===== config.mk =====
export PLATFORM = sky130hd
export DESIGN_NAME = count_gate_ctrl
export DESIGN_NICKNAME = d
export VERILOG_FILES = /design/src/rtl/counter_pkg.sv /design/src/rtl/tick_prescaler.sv /design/src/rtl/count_gate_ctrl.sv
export SDC_FILE = /design/constraint.sdc
export NUM_CORES = 1
export LEC_CHECK = 0
export CAP_MARGIN = 40
export CORE_MARGIN = 2
export CORE_UTILIZATION = 45
export DETAILED_ROUTE_END_ITERATION = 8
export HOLD_SLACK_MARGIN = 0.12
export PLACE_DENSITY = 0.77
export SETUP_SLACK_MARGIN = 0.2
export SLEW_MARGIN = 5
export SYNTH_ARGS = -nofsm -noshare
export SYNTH_HDL_FRONTEND = slang
export SYNTH_SLANG_ARGS = --single-unit

===== constraint.sdc =====
create_clock -name clk -period 2.65 [get_ports clk]
set_input_delay 0.6625 -clock clk [delete_from_list [all_inputs] [get_ports clk]]
set_output_delay 0.6625 -clock clk [all_outputs]
set_load 0.05 [all_outputs]

===== src/rtl/counter_pkg.sv =====
// counter_pkg
//   Shared definitions for the event-counter slice: default widths and the
//   state encoding of the measurement-window controller.
//   No ports; imported by count_gate_ctrl and tick_prescaler.

package counter_pkg;

    // Default width of the downstream event counter.
    localparam int CNT_W      = 16;
    // Default width of the prescale divider value.
    localparam int PRESCALE_W = 8;
    // Default width of the window length, in ticks.
    localparam int WIN_W      = 16;

    // Measurement-window controller states.
    typedef enum logic [1:0] {
        ST_IDLE  = 2'd0,
        ST_CLEAR = 2'd1,
        ST_RUN   = 2'd2,
        ST_DONE  = 2'd3
    } state_t;

endpackage


===== src/rtl/tick_prescaler.sv =====
// tick_prescaler
//   Divides the RUN-state cycle stream down to one tick every pre+1 cycles.
//   Ports:
//     clk, rst  - clock and asynchronous active-high reset
//     clear     - zero the divider count (used while the window is set up)
//     enable    - count this cycle (high only while measuring)
//     pre       - latched divider value (tick period minus one)
//     tick      - high on the cycle the divider count reaches pre

module tick_prescaler #(
    parameter int PRESCALE_W = counter_pkg::PRESCALE_W
) (
    input  logic                  clk,
    input  logic                  rst,
    input  logic                  clear,
    input  logic                  enable,
    input  logic [PRESCALE_W-1:0] pre,
    output logic                  tick
);

    logic [PRESCALE_W-1:0] pcnt_q;
    logic [PRESCALE_W-1:0] pcnt_d;

    // The tick is decoded purely from registered values, so it never
    // depends combinationally on an external input.
    assign tick = enable && (pcnt_q == pre);

    always_comb begin
        pcnt_d = pcnt_q;
        if (clear) begin
            pcnt_d = '0;
        end else if (enable) begin
            if (tick) begin
                pcnt_d = '0;
            end else begin
                pcnt_d = pcnt_q + 1'b1;
            end
        end
    end

    always_ff @(posedge clk or posedge rst) begin
        if (rst) begin
            pcnt_q <= '0;
        end else begin
            pcnt_q <= pcnt_d;
        end
    end

endmodule


===== src/rtl/count_gate_ctrl.sv =====
// count_gate_ctrl
//   Measurement-window controller placed in front of the event counter.
//   A start clears the counter, then divided count_en ticks are issued for
//   a programmed number of ticks (or until stop), and a one-cycle done
//   pulse marks the point where the counter value is frozen.
//   Ports:
//     clk, rst   - clock and asynchronous active-high reset
//     start      - begin a measurement (honoured in IDLE only)
//     stop       - end a measurement early (honoured in RUN only)
//     prescale   - tick period minus one, latched at measurement start
//     window     - ticks per measurement, 0 = run until stop; latched
//     ovf_in     - counter is at its maximum value
//     count_clr  - counter clear, one cycle per measurement
//     count_en   - counter increment strobe, one cycle per tick
//     busy       - measurement in progress (CLEAR or RUN)
//     done       - one-cycle completion pulse
//     ovf_flag   - counter wrapped during the current or last window

module count_gate_ctrl #(
    parameter int PRESCALE_W = counter_pkg::PRESCALE_W,
    parameter int WIN_W      = counter_pkg::WIN_W
) (
    input  logic                  clk,
    input  logic                  rst,
    input  logic                  start,
    input  logic                  stop,
    input  logic [PRESCALE_W-1:0] prescale,
    input  logic [WIN_W-1:0]      window,
    input  logic                  ovf_in,
    output logic                  count_clr,
    output logic                  count_en,
    output logic                  busy,
    output logic                  done,
    output logic                  ovf_flag
);

    import counter_pkg::*;

    localparam logic [WIN_W-1:0] WIN_ONE = {{(WIN_W-1){1'b0}}, 1'b1};

    state_t                state_q;
    state_t                state_d;
    logic [PRESCALE_W-1:0] pre_q;
    logic [PRESCALE_W-1:0] pre_d;
    logic [WIN_W-1:0]      win_q;
    logic [WIN_W-1:0]      win_d;
    logic [WIN_W-1:0]      tcnt_q;
    logic [WIN_W-1:0]      tcnt_d;
    logic                  ovf_flag_q;
    logic                  ovf_flag_d;

    logic                  in_clear;
    logic                  in_run;
    logic                  tick;
    logic                  window_end;

    assign in_clear = (state_q == ST_CLEAR);
    assign in_run   = (state_q == ST_RUN);

    tick_prescaler #(
        .PRESCALE_W (PRESCALE_W)
    ) u_prescaler (
        .clk    (clk),
        .rst    (rst),
        .clear  (in_clear),
        .enable (in_run),
        .pre    (pre_q),
        .tick   (tick)
    );

    // A window of zero means free-run: the tick count wraps silently and
    // never terminates the measurement on its own.
    assign window_end = (win_q != '0) && tick && ((tcnt_q + WIN_ONE) == win_q);

    // State register.
    always_ff @(posedge clk or posedge rst) begin
        if (rst) begin
            state_q <= ST_IDLE;
        end else begin
            state_q <= state_d;
        end
    end

    // Next-state logic. Start wins over stop in IDLE; start is ignored in
    // RUN and DONE, so a start during DONE only counts once back in IDLE.
    always_comb begin
        state_d = state_q;
        unique case (state_q)
            ST_IDLE: begin
                if (start) begin
                    state_d = ST_CLEAR;
                end
            end
            ST_CLEAR: begin
                state_d = ST_RUN;
            end
            ST_RUN: begin
                if (stop || window_end) begin
                    state_d = ST_DONE;
                end
            end
            ST_DONE: begin
                state_d = ST_IDLE;
            end
            default: begin
                state_d = ST_IDLE;
            end
        endcase
    end

    // Outputs decoded from registered state only. A tick due on the stop
    // cycle still fires because count_en does not look at stop.
    always_comb begin
        count_clr = in_clear;
        count_en  = tick;
        busy      = in_clear || in_run;
        done      = (state_q == ST_DONE);
        ovf_flag  = ovf_flag_q;
    end

    // Window parameters are captured once in CLEAR so later changes on the
    // inputs cannot disturb a running measurement. The overflow flag is
    // sticky from the wrapping tick until the next CLEAR.
    always_comb begin
        pre_d      = pre_q;
        win_d      = win_q;
        tcnt_d     = tcnt_q;
        ovf_flag_d = ovf_flag_q;
        if (in_clear) begin
            pre_d      = prescale;
            win_d      = window;
            tcnt_d     = '0;
            ovf_flag_d = 1'b0;
        end else if (tick) begin
            tcnt_d = tcnt_q + WIN_ONE;
            if (ovf_in) begin
                ovf_flag_d = 1'b1;
            end
        end
    end

    always_ff @(posedge clk or posedge rst) begin
        if (rst) begin
            pre_q      <= '0;
            win_q      <= '0;
            tcnt_q     <= '0;
            ovf_flag_q <= 1'b0;
        end else begin
            pre_q      <= pre_d;
            win_q      <= win_d;
            tcnt_q     <= tcnt_d;
            ovf_flag_q <= ovf_flag_d;
        end
    end

endmodule


After elaboration in Yosys (flattened, before gate mapping)
Index checks and enable logic that the tools add are counted.
- output and inout bits: 5
- bits of input ports: 29
- bits in registers: 51
- reductions and logical operators: 12
- add/subtract/negate cells: 2
- eq/ne operators: 7
- muxes and demuxes: 11
- operators with widths (cell ; number):
    16-bit two-way mux ; 2
    8-bit two-way mux ; 3
    16-bit by 1-bit adder with 16-bit output (second input constant) ; 1
    16-bit equality test ; 1
    16-bit nonzero test ; 1
    8-bit by 1-bit adder with 8-bit output (second input constant) ; 1
    8-bit equality test ; 1
    2-bit case mux with 4 select lines ; 1
    2-bit nonzero test ; 3
    2-bit equality test (second input constant) ; 2
    2-bit two-way mux ; 2
    2-bit AND reduction ; 2
    1-bit logical AND ; 3
    1-bit two-way mux ; 3
    2-bit by 1-bit equality test with 1-bit output (second input constant) ; 1
    2-bit logical NOT ; 1
    1-bit logical OR ; 2
    2-bit by 1-bit inequality test with 1-bit output (second input constant) ; 1
    2-bit inequality test (second input constant) ; 1

Logic depth before layout (Yosys ltp)
Gate-level depths: netlist of run 1.
- depth in word-level cells: 7
- mapped depth: 9

Cells and area by module
A second synthesis of run 1 with hierarchy kept.
- cells, all modules: 276
- area total of the unflattened synthesis: 2917.8 um^2
- modules (own cells, without submodules) (module ; cells each ; area an instance (um^2) ; times used):
    count_gate_ctrl ; 223 ; 2377.3 ; 1
    tick_prescaler ; 53 ; 540.5 ; 1

Least setup slack after synthesis of run 1
Ideal clock, no wire load.
- kind: flip-flop to flip-flop
- from: register state_q[0]
- to: register u_prescaler.pcnt_q[4]
- period minus slack after synthesis: 2.250 ns
- buffers on the path: 0
- library setup time: 0.129 ns
- arrival: 2.120 ns
- stages on the path, launching flop included: 9
- setup slack: 0.400 ns
- path through: dfrtp_1 inv_1 ha_1 nand2_1 nor3_2 or2_0 o21ai_0 nand2_1 o21ai_0
- word-level cells in the longest chain between the ends: 5
- elaborated cells on any way between the ends: 7
- RTL lines (what ; RTL line ; RTL):
    start: declaration ; count_gate_ctrl.sv:41 ; state_t state_q;
    start signal: assignment ; count_gate_ctrl.sv:80 ; state_q <= state_d;
    2-bit equality test ; count_gate_ctrl.sv:58 ; assign in_run = (state_q == ST_RUN);
    1-bit logical AND ; tick_prescaler.sv:26 ; assign tick = enable && (pcnt_q == pre);
    via count_en ; count_gate_ctrl.sv:31 ; output logic count_en,
    8-bit two-way mux ; tick_prescaler.sv:33 ; if (tick) begin
    8-bit two-way mux ; tick_prescaler.sv:32 ; end else if (enable) begin
    8-bit two-way mux ; tick_prescaler.sv:30 ; if (clear) begin
    end signal: assignment ; tick_prescaler.sv:45 ; pcnt_q <= pcnt_d;
    end: declaration ; tick_prescaler.sv:21 ; logic [PRESCALE_W-1:0] pcnt_q;
The timed path passes the listed nets, and every way through them passes these cells. The select of a mux whose other input is x is not followed.
A chain may end at the register's enable or synchronous reset.

Worst setup path in the final report of run 1
- from: register state_q[0]
- to: output port busy
- word-level cells in the longest chain between the ends: 2
- elaborated cells on any way between the ends: 3
- RTL lines (what ; RTL line ; RTL):
    2-bit by 1-bit equality test with 1-bit output / 2-bit equality test (equally long branches) ; count_gate_ctrl.sv:57, count_gate_ctrl.sv:58 ;
    1-bit logical OR (*) ; count_gate_ctrl.sv:116 ; busy = in_clear || in_run;
    end: declaration ; count_gate_ctrl.sv:32 ; output logic busy,
Mark *: on every way between the ends. The rest lies on a longest branch, timed or not.

==> results of run 1 <==
==> registers in the layout, summed over array words and instances, names as in the netlist <==
| name | flops |
|---|---|
| ovf_flag | 1 |
| pre_q | 8 |
| state_q | 2 |
| tcnt_q | 16 |
| u_prescaler.pcnt_q | 8 |
| win_q | 16 |
==> cell families after synthesis <==
group / count (synthesis) / share of synthesized area [%]
and+or+nand+nor: 120 / 22.2
DFF: 51 / 41.9
xor gates and xnor gates: 41 / 11.8
AOI/OAI and AO/OA: 38 / 8.74
buffers and inverters: 26 / 4.14
muxes: 24 / 8.82
adders and majority gates: 6 / 2.46
==> stage by stage <==
step	total power, W	setup slack, ns	std cells
after floorplan	0.00229	0.400	306
final	0.00337	0.304	417
after detailed placement	0.00274	0.210	409
after global placement	0.00269	0.323	409
after CTS	0.00338	0.271	417
after global routing	0.00359	0.158	417
==> synthesized netlist by cell type (5+ instances only) <==
library cell and instances:
nand3_1 16, or3_1 5, inv_1 11, nand2_1 21, o21ai_0 16, nand2b_1 5
clkbuf_1 6, xnor2_1 29, dfrtp_1 51, mux2_2 23, ha_1 6, nand4_1 9
nor2_1 29, nor4_1 7, xor2_1 12, buf_4 5, a21oi_1 8
==> worst max-delay path: stages, from the launching register on <==
cell and delay, ns:
dfrtp_1 0.42, inv_1 0.10, ha_1 0.65, buf_12 0.21
==> layer usage <==
| metal | up-vias | routed length (um) | share of wire [%] |
|---|---|---|---|
| met5 | - | 0 | 0 |
| met4 | 0 | 259 | 3.9 |
| met3 | 26 | 250 | 3.7 |
| met2 | 72 | 3380 | 51 |
| met1 | 1178 | 2780 | 42 |
| li1 | 1138 | - | - |
==> final cells by class <==
| cell class | instances | area [um2] | area share [%] |
|---|---|---|---|
| clock buffer | 5 | 68.8 | 1.89 |
| tap | 77 | 96.3 | 2.64 |
| timing repair buffer | 41 | 420 | 11.5 |
| inverter | 11 | 41.3 | 1.13 |
| multi-input combinational | 229 | 1680 | 46.0 |
| clock inverter | 3 | 67.6 | 1.85 |
| sequential | 51 | 1280 | 35.0 |
==> power breakdown <==
| part | switching (W) | total (W) | internal, W |
|---|---|---|---|
| logic | 0.000751 | 0.00147 | 0.000715 |
| registers | 0.000254 | 0.00127 | 0.00102 |
| clock network | 0.000263 | 0.000639 | 0.000376 |
==> timing repair <==
action                     in CTS  in global routing
setup endpoints to repair       1                  4
cloned                          0                  0
hold buffers                    0                  0
gates resized for setup         2                  4
==> worst max path at each step <==
stage	start	end	slack (ns)	cells past startpoint
finish	state_q[0]$_DFFE_PP0P_	busy	0.30	3
global route	state_q[0]$_DFFE_PP0P_	state_q[0]$_DFFE_PP0P_	0.16	8
CTS	state_q[0]$_DFFE_PP0P_	count_en	0.27	5
detailed placement	tcnt_q[0]$_DFFE_PP0P_	state_q[1]$_DFFE_PP0P_	0.21	8
global placement	tcnt_q[0]$_DFFE_PP0P_	state_q[1]$_DFFE_PP0P_	0.32	8
floorplan	state_q[0]$_DFFE_PP0P_	u_prescaler.pcnt_q[4]$_DFFE_PP0P_	0.40	8
==> impl_metrics.env, run 1 <==
export IMPL_final_hold_violation_count=0
export IMPL_layout_drive_gt1_share_pct=19.1
export IMPL_avgSynthCellArea_um2=9.96
export IMPL_cts_root_buf="clkbuf_8"
export IMPL_cts_path_max_buffers=2
export IMPL_worstSetupPathType="reg2out"
export IMPL_arrival_ns=1.68
export IMPL_synthToLayoutAreaGrowth_pct=19.7
export IMPL_r2r_end="state_q[1]$_DFFE_PP0P_"
export IMPL_tightestPinTransition_ns=0.644
export IMPL_first_pass_iters=4
export IMPL_cp_end_kind="primary output"
export IMPL_async_flop_share_pct=100
export IMPL_netlist_instances=306
export IMPL_fin_crit_sh_pct=88.5
export IMPL_antenna_cells=0
export IMPL_core_um2=6460
export IMPL_drcViolationCount=0
export IMPL_die_h_um=86.3
export IMPL_wl_per_cell_um=16.0
export IMPL_vias=2414
export IMPL_boundaryPins=34
export IMPL_htreeDepth=2
export IMPL_synth_seq_area_share_pct=41.9
export IMPL_final_cell_mix="dfrtp_1, clkdlybuf4s50_1, nor2_1, xnor2_1, mux2_2"
export IMPL_reg2reg_from="tcnt_q[3]$_DFFE_PP0P_"
export IMPL_gp_congestion=0.920
export IMPL_antenna_found_initial=0
export IMPL_grt_use_met3_pct=3.05
export IMPL_initial_core_util_pct=47.2
export IMPL_drv_slew=0
export IMPL_status="complete, no violations"
export IMPL_worst_r2r_path_depth=7
export IMPL_max_freq_mhz=426
export IMPL_routed_via_density=5.79
export IMPL_hp_start="ovf_flag$_DFFE_PP0P_"
export IMPL_hold_depth=2
export IMPL_hold_end="ovf_flag$_DFFE_PP0P_"
export IMPL_clock_skew_final_ns=0.0111
export IMPL_grt_first_pass_wirelength_um=11100
export IMPL_fin_util_pct=56.5
export IMPL_ir_worst_vdd_mv=0.977
export IMPL_crit_fanout=18
export IMPL_maxSlewHeadroom_pct=57.0
export IMPL_drt_iter0_drc=252
export IMPL_ant_nets=0
export IMPL_synth_area_leader_cell="dfrtp_1"
export IMPL_crit_path_start_kind="flop"
export IMPL_rsz0062_at_grt="yes"
export IMPL_ys_flop_type="dfrtp_1"
export IMPL_ys_types=51
export IMPL_fill_cells=554
export IMPL_synth_area_um2=3050
export IMPL_setup_viol=0
export IMPL_use_met2_pct=32.8
export IMPL_synth_nets=341
export IMPL_grt_max_degree=33
export IMPL_dieArea_um2=7450
export IMPL_post_cts_setup_buffer_count=0
export IMPL_grt_overflow=0
export IMPL_placement_rows=29
export IMPL_drv_cap=0
export IMPL_synth_area_top_cells="dfrtp_1, mux2_2, xnor2_1"
export IMPL_numCtsBuffers=5
export IMPL_min_period_ns=2.35
export IMPL_cts_sinks=51
export IMPL_final_common_cell="dfrtp_1"
export IMPL_p_leak_nw=1.40
export IMPL_post_dp_hpwl_um=5070
export IMPL_grt_pass1_vias=2393
export IMPL_required_ns=1.99
export IMPL_dpl_cell_area_um2=3480
export IMPL_busiest_layer="met2"
export IMPL_timing_hold_ws_ns=0.541
export IMPL_synth_edff_count=0
export IMPL_die_width_um=86.3
export IMPL_hold_class="reg2reg"
export IMPL_track_usage_pct=19.1
export IMPL_ys_warn_count=0
export IMPL_nets=374
export IMPL_wl_um=6670
export IMPL_stdcell_area_um2=3650
export IMPL_cellPowerDensity_nw_per_um2=925
export IMPL_gr_usage_met1_pct=23.4
export IMPL_clock_latency_ns=0.31
export IMPL_cts_tree="built"
export IMPL_yosysTopAreaCellShare_pct=41.9
export IMPL_clk_pin_slew_worst_paths_ns=0.09
export IMPL_finalSetupTns_ns=0
export IMPL_synth_seq_cells=51
export IMPL_timing_reg2reg_setup_slack_ns=0.35
export IMPL_portBuffers=33
(Power assumes the default switching activity.)
==> run 2: changes to the inputs <==
clock period = 2.37 ns   (was 2.65 ns; I/O delays follow)
==> run 2 against run 1 <==
Setup slack worse by 0.11 ns. Worst hold slack worse by 0.023 ns. Count of clock-buffer cells in the layout up 1. Critical path depth up 1. Largest cell class unchanged. Non-clock buffer count up 20. Flip-flop and latch count unchanged. First-iteration DRC count down 26%.
==> impl_metrics.env, run 2 (synthesized netlist as in run 1, its figures left out) <==
export IMPL_status="complete, no violations"
export IMPL_wl_per_cell_um=16.7
export IMPL_met2WireLength_um=3920
export IMPL_dieArea_um2=7450
export IMPL_path_cells="xnor2_2, nand4_1, nor3_4, buf_12"
export IMPL_core_um2=6460
export IMPL_track_usage_pct=19.6
export IMPL_final_hold_violation_count=0
export IMPL_p_leak_nw=1.51
export IMPL_layout_drive_gt1_share_pct=29.2
export IMPL_cellPowerDensity_nw_per_um2=987
export IMPL_drv_cap=0
export IMPL_finalSetupTns_ns=0
export IMPL_synthToLayoutAreaGrowth_pct=26.8
export IMPL_nets=394
export IMPL_cp_depth=4
export IMPL_placement_rows=29
export IMPL_routed_top_layer="met4"
export IMPL_final_common_cell="dfrtp_1"
export IMPL_clock_skew_final_ns=0.00715
export IMPL_htreeDepth=2
export IMPL_grt_max_degree=52
export IMPL_wl_met3_um=272
export IMPL_maxSlewHeadroom_pct=63.2
export IMPL_numCtsBuffers=5
export IMPL_grt_first_pass_wirelength_um=11600
export IMPL_timing_reg2reg_setup_slack_ns=0.22
export IMPL_crit_slowest_cell="dfrtp_1"
export IMPL_largestRegisters="tcnt_q x16, win_q x16"
export IMPL_fin_crit_sh_pct=92.0
export IMPL_max_freq_mhz=459
export IMPL_initial_core_util_pct=47.2
export IMPL_slowest_delay_ns=0.46
export IMPL_gp_congestion=0.895
export IMPL_rsz0062_at_grt="yes"
export IMPL_crit_fanout=4
export IMPL_post_dp_hpwl_um=4960
export IMPL_drv_slew=0
export IMPL_final_cell_mix="dfrtp_1, nor2_1, clkdlybuf4s50_1"
export IMPL_cts_path_max_buffers=2
export IMPL_worst_r2r_path_depth=7
export IMPL_antenna_cells=0
export IMPL_fin_util_pct=59.8
export IMPL_required_ns=1.78
export IMPL_min_period_ns=2.18
export IMPL_reg2reg_from="u_prescaler.pcnt_q[1]$_DFFE_PP0P_"
export IMPL_cp_end_kind="primary output"
export IMPL_clock_latency_ns=0.30
export IMPL_worstSetupPathType="reg2out"
export IMPL_cts_hold_buf=0
export IMPL_cts_sinks=51
export IMPL_ant_nets=0
export IMPL_hp_start="ovf_flag$_DFFE_PP0P_"
export IMPL_cts_tree="built"
export IMPL_routed_via_density=5.75
export IMPL_cts_root_buf="clkbuf_8"
export IMPL_hold_class="reg2reg"
export IMPL_tightestPinTransition_ns=0.547
export IMPL_portBuffers=33
export IMPL_vias=2513
export IMPL_arrival_ns=1.59
export IMPL_first_pass_iters=4
export IMPL_clk_pin_slew_worst_paths_ns=0.09
export IMPL_hold_depth=2
export IMPL_die_h_um=86.3
export IMPL_hold_end="ovf_flag$_DFFE_PP0P_"
export IMPL_crit_path_start_kind="flop"
export IMPL_antenna_found_initial=0
export IMPL_timing_hold_ws_ns=0.518
export IMPL_drcViolationCount=0
export IMPL_ir_worst_vdd_mv=1.04
export IMPL_drt_iter0_drc=187
export IMPL_routedLengthMet1_um=3000
export IMPL_grt_pass1_vias=2508
export IMPL_critPathBufInv=1
export IMPL_setup_viol=0
export IMPL_r2r_end="state_q[0]$_DFFE_PP0P_"
export IMPL_wl_um=7300
export IMPL_die_width_um=86.3
export IMPL_boundaryPins=34
export IMPL_grt_overflow=0
export IMPL_critical_path_top_delay_family="flip-flops"
run 2: cell types whose count changed in the layout (fill, tap and decap cells not counted), moves of 2 or more:
cell | previous run | this run
buf_4 | 8 | 26
dfrtp_1 | 51 | 42
dfrtp_2 | 0 | 9
xnor2_1 | 29 | 22
xnor2_2 | 0 | 6
bufinv_16 | 2 | 0
o2111ai_1 | 3 | 1
o2111ai_2 | 0 | 2
run 2: per-layer routing:
metal  track usage, %  vias to the layer above
met3             2.76                       12
met2             35.7                       85
met1             24.1                     1234
li1                 -                     1182
met5                0                        -
met4             5.82                        0
run 2: final cells by class:
class                   instances  area (um2)
fillers                       521        2590
clock buffers                   6        72.6
flip-flops and latches         51        1290
repair buffers                 61         586
clock inverters                 2        12.5
inverters                      11        41.3
well taps                      77        96.3
multi-input cells             229        1770
run 2: how the worst max path moves through the flow:
| stage | endpoint | start |
|---|---|---|
| after floorplan | pre_q[1]$_DFFE_PP0P_ | state_q[1]$_DFFE_PP0P_ |
| after global placement | state_q[0]$_DFFE_PP0P_ | u_prescaler.pcnt_q[0]$_DFFE_PP0P_ |
| after detailed placement | state_q[0]$_DFFE_PP0P_ | u_prescaler.pcnt_q[4]$_DFFE_PP0P_ |
| after CTS | state_q[0]$_DFFE_PP0P_ | u_prescaler.pcnt_q[4]$_DFFE_PP0P_ |
| after global routing | count_en | pre_q[7]$_DFFE_PP0P_ |
| final | count_en | u_prescaler.pcnt_q[1]$_DFFE_PP0P_ |
run 2: what timing repair did:
action	in CTS	in global routing
setup buffers	5	10
gates resized for setup	15	16
endpoints found under the setup margin	4	7
pin swaps	3	7
run 2: per-stage QoR:
| stage | std cells | instance area, um2 | total power (W) | setup slack, ns |
|---|---|---|---|---|
| after floorplan | 306 | 3060 | 0.00257 | 0.276 |
| after global placement | 414 | 3540 | 0.00306 | 0.204 |
| after detailed placement | 414 | 3540 | 0.00311 | 0.104 |
| after CTS | 427 | 3730 | 0.00372 | 0.173 |
| after global routing | 437 | 3860 | 0.00403 | 0.0948 |
| final | 437 | 3860 | 0.00381 | 0.190 |
run 2: report_power, final:
group          leakage (nW)  switching [W]  internal, W
Sequential            0.637       0.000317      0.00114
Combinational         0.836       0.000924     0.000941
Clock                0.0412       0.000286     0.000207
Total                  1.51        0.00153      0.00229
run 2: worst reg2reg max path: stages, from the launching register on:
cell and delay, ns:
dfrtp_1 0.46, xnor2_2 0.20, nand4_1 0.11, or3_4 0.44
nor4_4 0.29, nand4_1 0.21, o2111ai_2 0.21, o221a_2 0.19
==> variant 1, RTL diff (settings of run 2) <==
Register the inputs `start`, `stop`, `prescale`, `window` and `ovf_in` before use. The logic sees them one clock later. Comments in the files are not updated.
--- a/src/rtl/count_gate_ctrl.sv
+++ b/src/rtl/count_gate_ctrl.sv
@@ -38,4 +38,18 @@
 
     localparam logic [WIN_W-1:0] WIN_ONE = {{(WIN_W-1){1'b0}}, 1'b1};
+
+    logic start_q;
+    logic stop_q;
+    logic [PRESCALE_W-1:0] prescale_q;
+    logic [WIN_W-1:0] window_q;
+    logic ovf_q;
+
+    always_ff @(posedge clk) begin
+        start_q    <= start;
+        stop_q     <= stop;
+        prescale_q <= prescale;
+        window_q   <= window;
+        ovf_q      <= ovf_in;
+    end
 
     state_t                state_q;
@@ -88,5 +102,5 @@
         unique case (state_q)
             ST_IDLE: begin
-                if (start) begin
+                if (start_q) begin
                     state_d = ST_CLEAR;
                 end
@@ -96,5 +110,5 @@
             end
             ST_RUN: begin
-                if (stop || window_end) begin
+                if (stop_q || window_end) begin
                     state_d = ST_DONE;
                 end
@@ -128,11 +142,11 @@
         ovf_flag_d = ovf_flag_q;
         if (in_clear) begin
-            pre_d      = prescale;
-            win_d      = window;
+            pre_d      = prescale_q;
+            win_d      = window_q;
             tcnt_d     = '0;
             ovf_flag_d = 1'b0;
         end else if (tick) begin
             tcnt_d = tcnt_q + WIN_ONE;
-            if (ovf_in) begin
+            if (ovf_q) begin
                 ovf_flag_d = 1'b1;
             end
Behaviour: not the same (Yosys sat finds a counterexample within 4 cycles, from zero or initial values and one cycle with rst high).
==> variant 1 against run 2 <==
Design area up 10%. Register-to-register slack worse by 0.09 ns. Utilization fell by 1.6 points. Combinational power shrank 14%. First-iteration DRC count down 33%. Clock skew up 0.0073 ns. Routed wire length is 11% lower. Power grew 18%. Setup slack got worse by 0.18 ns. Via count fell by 5.4%. Synthesized area grew 13%. Count of clock-buffer cells in the layout up 5. Sequential cell count increased by 27.
==> variant 1: results (changes against run 2) <==
LEAKAGE=1.74 nW (was 1.51 nW); met2 Use GR=0.257 (was 0.357); H-tree depth=3 (was 2); vias in the first global route=2322 (was 2508); multiplexer area fraction after synthesis=0.0842 (was 0.0882); combinational power=1.61 mW (was 1.87 mW); Layout Nets=400 (was 394); Synth area leaders=dfrtp_1 37%, dfxtp_1 16%, mux2_2 7.5% (was dfrtp_1 42%, mux2_2 8.5%, xnor2_1 8.3%); critical path peak fanout=5 (was 4); met3 Use GR=0.0382 (was 0.0276); pre-CTS WS=0.0799 ns (was 0.104 ns); largest net degree at the start of global routing=42 (was 52); worst-margin pin slew=0.516 ns (was 0.547 ns); skew final=0.0145 ns (was 0.00715 ns); via count=2377 (was 2513); post-synthesis compound-gate area fraction=0.0591 (was 0.0874); routability cong.=0.896 (was 0.895); Netlist cell types=46 (was 51); sequential group share of total power=0.422 (was 0.382); PostCTS Resize Cnt=5 (was 15); Async S/R FF share, synth=0.654 (was 1.00); outcome=complete, no violations (unchanged); RR Startpoint=tcnt_q[4] (was u_prescaler.pcnt_q[1]); Layout Cells excl Fill=469 (was 437); half-perimeter wire length after placement=4580 µm (was 4960 µm); peak supply drop=0.601 mV (was 1.04 mV); slowest cell on the critical path=dfrtp_2 (was dfrtp_1); Area after DPL=3990 µm² (was 3540 µm²); XOR/XNOR share of the synthesized area=0.112 (was 0.118); Mapped Cells=310 (was 306); area share of fa/ha/maj cells after synthesis=0.0219 (was 0.0246); WL/cell=13.9 µm (was 16.7 µm); placed cell count=444 (was 414); met1 Track Usage GR=0.249 (was 0.241); first-pass GRT wire length=11400 µm (was 11600 µm); CTS Buf Count=9 (was 5); Pwr Density=1050 nW/µm² (was 987 nW/µm²); Largest delay share family, worst path=simple AND/OR/NAND/NOR gates (was flip-flops); Synthesized Nets=345 (was 341); FILL cells=591 (was 521); # Post-CTS Setup Buffers=8 (was 5); clock latency on the worst-skew pair=0.35 ns (was 0.30 ns); sw power=1.52 mW (was 1.53 mW); crit path launch=u_prescaler.pcnt_q[2] (was u_prescaler.pcnt_q[1]); Critical Path AT=1.77 ns (was 1.59 ns); synth cell count leaders=51 x dfrtp_1, 27 x dfxtp_1, 27 x xnor2_1, 26 x nor2_1, 23 x mux2_2 (was 51 x dfrtp_1, 29 x nor2_1, 29 x xnor2_1, 23 x mux2_2, 21 x nand2_1)
## variant 1: path summary, 6_finish.rpt
kind | depth (start not counted) | slack, ns | to
worst max register to register | 7 | 0.13 | state_q[0]
worst min-delay path | 2 | 0.45 | win_q[12]
worst min register to register | 2 | 0.45 | win_q[12]
worst max-delay path | 5 | 0.007 | count_en
min in group asynchronous | 2 | 0.55 | tcnt_q[13]
max in group asynchronous | 3 | 1.36 | tcnt_q[0]
## variant 1: per-layer routing
metal | routed length [µm] | vias to the layer above
li1 | - | 1183
met1 | 3090 | 1135
met2 | 3070 | 48
met3 | 227 | 11
met4 | 125 | 0
met5 | 0 | -
## variant 1: cell type report
| type | instances | area [µm²] | share of cell area |
|---|---|---|---|
| repair buffers | 55 | 549 | 0.129 |
| flip-flops and latches | 78 | 1820 | 0.427 |
| multi-input cells | 209 | 1520 | 0.357 |
| inverters | 12 | 48.8 | 0.0114 |
| clock inverters | 5 | 58.8 | 0.0138 |
| clock buffers | 11 | 141 | 0.0331 |
| well taps | 99 | 124 | 0.0290 |
==> variant 2, RTL diff (flow settings as in run 2) <==
Without the edit above. `WIN_W`: 16 -> 32.
--- a/src/rtl/counter_pkg.sv
+++ b/src/rtl/counter_pkg.sv
@@ -11,5 +11,5 @@
     localparam int PRESCALE_W = 8;
     // Default width of the window length, in ticks.
-    localparam int WIN_W      = 16;
+    localparam int WIN_W      = 32;
 
     // Measurement-window controller states.
Interface: changed (resized window); port bits go from 34 to 50. The function was not compared with the original's and may differ.
==> variant 2 against run 2 <==
The flow now finishes with violations (negative setup slack). Routed wire length grew 83%. Worst hold slack gained 0.019 ns. Synthesized area grew 61%. Maximum frequency is 17% lower. Sequential share of layout area fell by 2.9 points. Power grew 60%. Sequential power is 58% higher. First-iteration DRC count is 39% higher. Via count up 73%. Sequential cell count up 32. Setup slack got worse by 0.45 ns. Synthesized cell count is 64% higher. Final cell count grew 78%. Design area is 77% higher. Critical path type is now reg -> reg. Largest power group unchanged.
==> variant 2: results (changes against run 2) <==
outcome=complete, but fails checks (was complete, no violations); violated checks=negative setup slack; Post-Syn Area per Cell=9.77 µm² (was 9.96 µm²); # Post-CTS Setup Buffers=1 (was 5); pre-CTS WS=-0.539 ns (was 0.104 ns); fraction of area in multi-input gates=0.444 (was 0.458); Buffers, non-clock=145 (was 61); final worst slack=-0.264 ns (was 0.190 ns); register area share after synthesis=0.423 (was 0.419); Port Buffer Count=49 (was 33); met2 Use GR=0.401 (was 0.357); area share of fa/ha/maj cells after synthesis=0.0153 (was 0.0246); met3 Use GR=0.0579 (was 0.0276); final setup vio count=3 (was 0); H-tree depth=3 (was 2); NonClk Buf Share=0.189 (was 0.152); R2R cell count=9 (was 7); multiplexer area fraction after synthesis=0.101 (was 0.0882); vias in the first global route=4404 (was 2508); CP max stage delay=0.51 ns (was 0.46 ns); Slew HR=0.625 (was 0.632); sequential cell count=83 (was 51); WL/cell=17.2 µm (was 16.7 µm); slowest cell on the critical path=or4_4 (was dfrtp_1); FILL cells=863 (was 521); largest net degree at the start of global routing=84 (was 52); CTS Buf Count=9 (was 5); skew final=0.0115 ns (was 0.00715 ns); crit path launch=tcnt_q[0] (was u_prescaler.pcnt_q[1]); total wire length=13400 µm (was 7300 µm); routability cong.=0.921 (was 0.895); half-perimeter wire length after placement=9300 µm (was 4960 µm); clock latency on the worst-skew pair=0.38 ns (was 0.30 ns)
variant 2: cell types whose count changed after synthesis, moves of 6 or more:
cell | before | now
dfrtp_1 | 51 | 83
nor4_1 | 7 | 15
mux2_2 | 23 | 42
nand4_1 | 9 | 19
a21oi_1 | 8 | 14
nor2_1 | 29 | 50
xnor2_1 | 29 | 45
nor3_1 | 4 | 10
xor2_1 | 12 | 32
nand2_1 | 21 | 48
variant 2: worst min-delay path by stage:
stage / start / to / slack [ns] / cells after the start
detailed placement: ovf_flag / ovf_flag / 0.52 / 2
global route: pre_q[2] / pre_q[2] / 0.56 / 1
floorplan: u_prescaler.pcnt_q[4] / u_prescaler.pcnt_q[4] / 0.49 / 1
CTS: ovf_flag / ovf_flag / 0.54 / 2
finish: pre_q[1] / pre_q[1] / 0.54 / 1
global placement: ovf_flag / ovf_flag / 0.48 / 2
variant 2: where the power goes:
group	internal, mW	switching (mW)	leakage [nW]
sequential	1.83	0.470	1.06
clock	0.569	0.511	0.108
combinational	1.38	1.34	1.63
